## src/rtl/rr_queue_arbiter.sv

```systemverilog
// rr_queue_arbiter
//   Round-robin arbiter between the queue-status logic and the packet
//   transmit mux. Each turn it offers one queue to the transmit stage, holds
//   the grant while the packet is in flight, and lets a queue send up to
//   BURST packets before the pointer moves on.
//
// Ports
//   clk          rising-edge clock
//   rst_n        asynchronous active-low reset
//   queue_valid  per-queue non-empty flags
//   grant_valid  grant offered downstream (OFFER state)
//   grant_index  queue being offered or served
//   grant_ready  downstream accepts the offered grant
//   pkt_done     one-cycle pulse at the last beat of the granted packet
//   busy         packet from grant_index in flight (BUSY state)
module rr_queue_arbiter #(
    parameter int QUEUE_COUNT = 3,
    parameter int SEL_WIDTH   = $clog2(QUEUE_COUNT),
    parameter int BURST       = 1,
    parameter int CNT_WIDTH   = $clog2(BURST + 1)
) (
    input  logic                   clk,
    input  logic                   rst_n,
    input  logic [QUEUE_COUNT-1:0] queue_valid,
    output logic                   grant_valid,
    output logic [SEL_WIDTH-1:0]   grant_index,
    input  logic                   grant_ready,
    input  logic                   pkt_done,
    output logic                   busy
);

    typedef enum logic [1:0] {
        S_IDLE  = 2'd0,
        S_OFFER = 2'd1,
        S_BUSY  = 2'd2
    } state_t;

    state_t                 state, state_nxt;
    logic [SEL_WIDTH-1:0]   curr_ptr;
    logic [CNT_WIDTH-1:0]   burst_cnt;
    logic [SEL_WIDTH-1:0]   next_idx;
    logic                   found;
    logic                   sel_valid;
    logic                   burst_more;
    logic [CNT_WIDTH:0]     cnt_inc;

    // (base + k) mod QUEUE_COUNT for 1 <= k <= QUEUE_COUNT; base is always a
    // legal index, so a single conditional subtract performs the wrap.
    function automatic logic [SEL_WIDTH-1:0] idx_at(input logic [SEL_WIDTH-1:0] base,
                                                    input int k);
        int s;
        s = int'(base) + k;
        if (s >= QUEUE_COUNT) s = s - QUEUE_COUNT;
        return SEL_WIDTH'(s);
    endfunction

    // Cyclic search starting after curr_ptr. Walking the offsets from the
    // far end down means the last hit assigned is the nearest one, which
    // gives a plain priority mux; curr_ptr itself (offset QUEUE_COUNT) has
    // the lowest priority.
    always_comb begin
        next_idx = curr_ptr;
        for (int k = QUEUE_COUNT; k >= 1; k--) begin
            if (queue_valid[idx_at(curr_ptr, k)]) next_idx = idx_at(curr_ptr, k);
        end
    end

    assign found     = |queue_valid;
    assign sel_valid = queue_valid[grant_index];
    assign cnt_inc   = {1'b0, burst_cnt} + (CNT_WIDTH + 1)'(1);
    // Another packet is allowed this turn only if the count after this
    // completion is still below BURST and the queue still has data.
    assign burst_more = (cnt_inc < (CNT_WIDTH + 1)'(BURST)) && sel_valid;

    // State register
    always_ff @(posedge clk or negedge rst_n) begin
        if (!rst_n) state <= S_IDLE;
        else        state <= state_nxt;
    end

    // Next-state logic
    always_comb begin
        state_nxt = state;
        case (state)
            S_IDLE:  if (found) state_nxt = S_OFFER;
            S_OFFER: begin
                // A drained queue withdraws the offer even if ready is high.
                if (!sel_valid)       state_nxt = S_IDLE;
                else if (grant_ready) state_nxt = S_BUSY;
            end
            S_BUSY:  if (pkt_done) state_nxt = burst_more ? S_OFFER : S_IDLE;
            default: state_nxt = S_IDLE;
        endcase
    end

    // Outputs are pure decodes of the state register.
    always_comb begin
        grant_valid = (state == S_OFFER);
        busy        = (state == S_BUSY);
    end

    // Datapath: selected queue, round-robin pointer, burst counter.
    // curr_ptr only moves when a turn really ends, so a withdrawn offer
    // leaves the rotation where it was.
    always_ff @(posedge clk or negedge rst_n) begin
        if (!rst_n) begin
            grant_index <= '0;
            curr_ptr    <= SEL_WIDTH'(QUEUE_COUNT - 1);
            burst_cnt   <= '0;
        end else begin
            case (state)
                S_IDLE: begin
                    if (found) begin
                        grant_index <= next_idx;
                        burst_cnt   <= '0;
                    end
                end
                S_BUSY: begin
                    if (pkt_done) begin
                        if (int'(burst_cnt) < BURST) burst_cnt <= cnt_inc[CNT_WIDTH-1:0];
                        if (!burst_more)             curr_ptr  <= grant_index;
                    end
                end
                default: ;
            endcase
        end
    end

endmodule

```

## config.mk

```make
export PLATFORM = sky130hd
export DESIGN_NAME = rr_queue_arbiter
export DESIGN_NICKNAME = d
export VERILOG_FILES = /design/src/rtl/rr_queue_arbiter.sv
export SDC_FILE = /design/constraint.sdc
export NUM_CORES = 1
export LEC_CHECK = 0
export CORE_AREA = 2 2 39 41
export DETAILED_ROUTE_END_ITERATION = 8
export DIE_AREA = 0 0 41 43
export PLACE_DENSITY_LB_ADDON = 0.12
export RECOVER_POWER = 25
export SYNTH_ARGS = -nofsm -noshare
export SYNTH_HDL_FRONTEND = slang
export SYNTH_SLANG_ARGS = --single-unit
```

## constraint.sdc

```tcl
create_clock -name clk -period 2.2 [get_ports clk]
set_input_delay 0.55 -clock clk [delete_from_list [all_inputs] [get_ports clk]]
set_output_delay 0.55 -clock clk [all_outputs]
set_load 0.005 [all_outputs]
```

# Yosys cells after proc, flatten, opt, wreduce, memory -nomap -nowiden
# Cells that the tools add are included.
# totals
input_bits	7
wordCells	59
ff_bits	7
output_inout_bits	4
# op_classes
n_lt_le_gt_ge	9
addsub	7
eq_ne	6
bitwise	1
n_mux	24
reduce_logical	8
# ops
cell	n
2-bit 2-to-1 mux	10
2-bit by 3-bit < comparator with 1-bit output, second input constant	4
3-bit by 2-bit greater-or-equal comparator with 1-bit output, second input constant	3
1-bit binary-select mux with 2-bit select	4
1-bit 2-to-1 mux	8
2-bit by 2-bit adder with 3-bit output, second input constant	2
2-bit case mux with 3 select lines	1
3-bit AND reduction	2
2-bit subtractor, second input constant	3
2-bit != test, second input constant	2
4-bit AND reduction	1
2-bit by 1-bit adder with 3-bit output, second input constant	1
3-bit != test, second input constant	1
3-bit OR reduction	1
1-bit by 1-bit adder with 2-bit output, second input constant	1
2-bit by 1-bit == test with 1-bit output, second input constant	1
2-bit == test, second input constant	1
2-bit zero test	1
2-bit by 1-bit < comparator with 1-bit output, second input constant	1
2-bit by 1-bit != test with 1-bit output, second input constant	1
1-bit case mux with 2 select lines	1
2-bit AND reduction	1
2-bit nonzero test	1
1-bit logical AND	1
other kinds (2)	2

# Longest topological paths before layout
# logic_depth
word_depth	8
mapped_depth	7

# Least setup slack after synthesis
# OpenSTA, ideal clock, no wires.
# synth_timing
kind	register to register
startpoint	reg curr_ptr[1]
endpoint	reg grant_index[0]
arrival_time_ps	1686
setup_ps	122
period_less_slack_ps	1808
path_stages_with_launch	8
slack_ps	392
path_buffers	1
cell_sequence	dfstp_2 inv_1 ha_1 buf_6 mux2i_1 nor2_1 a221o_1 a32o_1
# synth_between
elab_chain_cells	8
elab_cells_between_ends	21
# synth_lines
element	line	source
start, declared	39	logic [SEL_WIDTH-1:0] curr_ptr;
start signal, assigned	108	curr_ptr <= SEL_WIDTH'(QUEUE_COUNT - 1);
start signal, assigned	121	if (!burst_more) curr_ptr <= grant_index;
2-bit by 2-bit adder with 3-bit output	52	s = int'(base) + k;
3-bit by 2-bit greater-or-equal comparator with 1-bit output / 2-bit subtractor (equally long branches)	53	if (s >= QUEUE_COUNT) s = s - QUEUE_COUNT;
2-bit 2-to-1 mux	53	
1-bit binary-select mux with 2-bit select	64	if (queue_valid[idx_at(curr_ptr, k)]) next_idx = idx_at(curr_ptr, k);
1-bit 2-to-1 mux (not written as such)	64	
2-bit 2-to-1 mux (2 in a row)	64	
2-bit 2-to-1 mux (*)	64	
end signal, assigned	114	grant_index <= next_idx;
end, declared	26	output logic [SEL_WIDTH-1:0] grant_index,
# Mark *: on every way between the ends. The rest lies on a longest branch, timed or not. The select of a mux whose other input is x is not followed.
# A chain may end at the register's enable or synchronous reset.

# Worst setup path after layout
# Same ends and word-level chain as after synthesis.

==> results.sh <==
export IMPL_syn_inst=47
export IMPL_utilization_pct=40.8
export IMPL_diodes=0
export IMPL_cts_setup_buffers=0
export IMPL_timing_setup_tns_ns=0
export IMPL_synth_seq_cells=6
export IMPL_dieArea_mm2=0.00176
export IMPL_core_area_mm2=0.00138
export IMPL_period_minus_slack_ns=1.95
export IMPL_layoutNonFillerInstCount=75
export IMPL_clk_latency_ns=0.24
export IMPL_vias_per_cell=5.00
export IMPL_rr_worst_depth=6
export IMPL_maxSlewViolCount=0
export IMPL_endpoint_kind="register"
export IMPL_tightest_slew_ns=0.284
export IMPL_worstPathArrival_ns=2.08
export IMPL_firstDrtPassIters=3
export IMPL_critical_path_startpoint="curr_ptr[1]$_DFFE_PN1P_"
export IMPL_worstSetupEndpoint="grant_index[0]$_DFFE_PN0P_"
export IMPL_ys_warn_count=0
export IMPL_finish_net_count=70
export IMPL_cts_tree="done"
export IMPL_die_w_um=41
export IMPL_netlist_area_leader_share_pct=28.8
export IMPL_synth_top_cell_by_area="dfrtp_1"
export IMPL_status="finished, final reports clean"
export IMPL_vias=375
export IMPL_p_per_area_mw_per_mm2=1300
export IMPL_relSlewSlack_pct=81.0
export IMPL_die_h_um=43
export IMPL_yosysUniqueCellTypes=25
export IMPL_syn_area_um2=434
export IMPL_drt_wirelength_per_cell_um=11.7
export IMPL_setup_slack_ns=0.248
export IMPL_ys_seq_area_share_pct=34.9
export IMPL_grt_max_degree=8
export IMPL_leakage_nw=0.242
export IMPL_r2r_slack_ns=0.25
export IMPL_antenna_found_initial=0
export IMPL_post_dp_hpwl_um=699
export IMPL_clockBufferDepth=2
export IMPL_postCtsHoldBufs=0
export IMPL_skew_ns=0.00692
export IMPL_syn2layout_area_growth_pct=30.0
export IMPL_synth_area_per_cell_um2=9.24
export IMPL_clk_pin_slew_ns=0.04
export IMPL_cts_sinks=6
export IMPL_drc=0
export IMPL_crit_required_ns=2.32
export IMPL_totalWireLength_um=877
export IMPL_grt_pass1_vias=349
export IMPL_rows=14
export IMPL_finalSetupViolations=0
export IMPL_cts_resized=0
export IMPL_cts_buffers=3
export IMPL_cap_violations=0
export IMPL_reg2reg_from="curr_ptr[1]$_DFFE_PN1P_"
export IMPL_peakVddDrop_uv=451
export IMPL_crit_fanout=7
export IMPL_synth_area_top_cells="dfrtp_1 29%, ha_1 8.6%, mux2i_1 6.9%, dfstp_2 6.1%, mux2_1 5.2%"
export IMPL_cts_root_buffer="clkbuf_4"
export IMPL_port_buffers=10
export IMPL_drtIter0Drc=7
export IMPL_dp_slack_ns=0.220
export IMPL_critPathLaunchType="register"
export IMPL_placed_area_um2=538
export IMPL_r2r_end="grant_index[0]$_DFFE_PN0P_"
export IMPL_finalHoldViolations=0
export IMPL_grt_pass1_wl_um=1460
export IMPL_final_cell_area_um2=564
export IMPL_drive_above_1_share_pct=6.78
export IMPL_critical_path_class="register to register"
export IMPL_post_place_cells=71
export IMPL_syn_num_nets=57
export IMPL_overflow=0
export IMPL_ant_nets=0
export IMPL_fill_cells=144
export IMPL_start_util_pct=31.4
export IMPL_final_period_utilization_pct=88.7
export IMPL_min_path_type="register to register"
export IMPL_rsz0062_at_grt="false"
export IMPL_grt_total_usage_pct=12.6
export IMPL_hold_depth=1
export IMPL_gp_congestion=0.723
export IMPL_boundaryPins=11
export IMPL_fmax_mhz=512
export IMPL_htreeDepth=1
==> cells in the mapped netlist <==
master    number
nor3_1         1
o21ai_1        1
nor2b_1        3
o31ai_1        1
a221o_1        1
mux2i_1        3
inv_1          3
nand3_1        1
o22ai_1        1
o22a_1         1
buf_2          1
dfrtp_1        5
nand2_1        5
or3_1          1
nor2_1         2
dfstp_2        1
a32o_1         2
mux2_1         2
and3_1         1
buf_6          1
ha_1           3
o21bai_1       1
o21ai_0        2
nand2b_1       2
a21oi_1        2
==> worst min-delay path by stage <==
stage,startpoint,endpoint
final,grant_index[0]$_DFFE_PN0P_,grant_index[0]$_DFFE_PN0P_
after global routing,rst_n,state[1]$_DFFE_PN0P_
after CTS,rst_n,state[1]$_DFFE_PN0P_
after detailed placement,state[1]$_DFFE_PN0P_,state[0]$_DFFE_PN0P_
after global placement,state[1]$_DFFE_PN0P_,state[0]$_DFFE_PN0P_
after floorplan,rst_n,curr_ptr[0]$_DFFE_PN0P_
==> cells in the final DEF (no fill, tap or decap), drive strengths merged <==
cell type / instances
nor2: 2
a21oi: 2
a32o: 2
nor2b: 3
mux2i: 3
ha: 3
dlygate4sd3: 1
o21ai: 3
mux2: 2
nand2: 5
o31ai: 1
inv: 3
o22ai: 1
nor3: 1
nand3: 1
clkdlybuf4s50: 9
and3: 1
dfstp: 1
dfrtp: 5
o22a: 1
a221o: 1
o21bai: 1
or3: 1
clkbuf: 4
nand2b: 2
==> metal layers <==
layer,global-route usage (%),vias up,routed length (um)
met5,0,-,0
met2,16.3,10,379
met3,4.71,2,49
met1,17.1,173,438
met4,8.00,0,10
li1,-,190,-
==> layout make-up <==
cell class                      count  area (um^2)  share of cell area, %
Sequential cell                     6          151                   26.8
Timing Repair Buffer               10          100                   17.7
Tap cell                           16         20.0                   3.55
Multi-Input combinational cell     36          255                   45.2
Clock buffer                        4         26.3                   4.66
Inverter                            3         11.3                   2.00
==> registers in the layout (all words and copies together) (netlist names) <==
register,cells
curr_ptr,2
grant_index,2
state,2
==> cell families after synthesis <==
kind of cell | share of synthesized area [%]
and+or+nand+nor | 18.4
buffers and inverters | 6.34
adders and majority gates | 8.65
DFF | 34.9
AOI/OAI and AO/OA | 19.6
muxes | 12.1
==> through the flow <==
| step | hold slack [ns] | power, mW |
|---|---|---|
| final | 0.584 | 0.734 |
| after floorplan | 0.254 | 0.528 |
| after detailed placement | 0.562 | 0.627 |
| after CTS | 0.545 | 0.741 |
| after global routing | 0.617 | 0.807 |
| after global placement | 0.567 | 0.635 |
==> critical path, stage by stage, from the launching register on <==
cell and delay, ns:
dfstp_2 0.55, inv_1 0.06, ha_1 0.41, mux2i_1 0.21, nor2_1 0.08, a221o_1 0.27
a32o_1 0.25
==> power by group <==
part / internal [mW] / total, mW / switching [mW]
Clock: 0.0686 / 0.107 / 0.0386
Sequential: 0.167 / 0.223 / 0.0564
Combinational: 0.217 / 0.404 / 0.187
No activity file was read; power rests on OpenSTA's default activity.
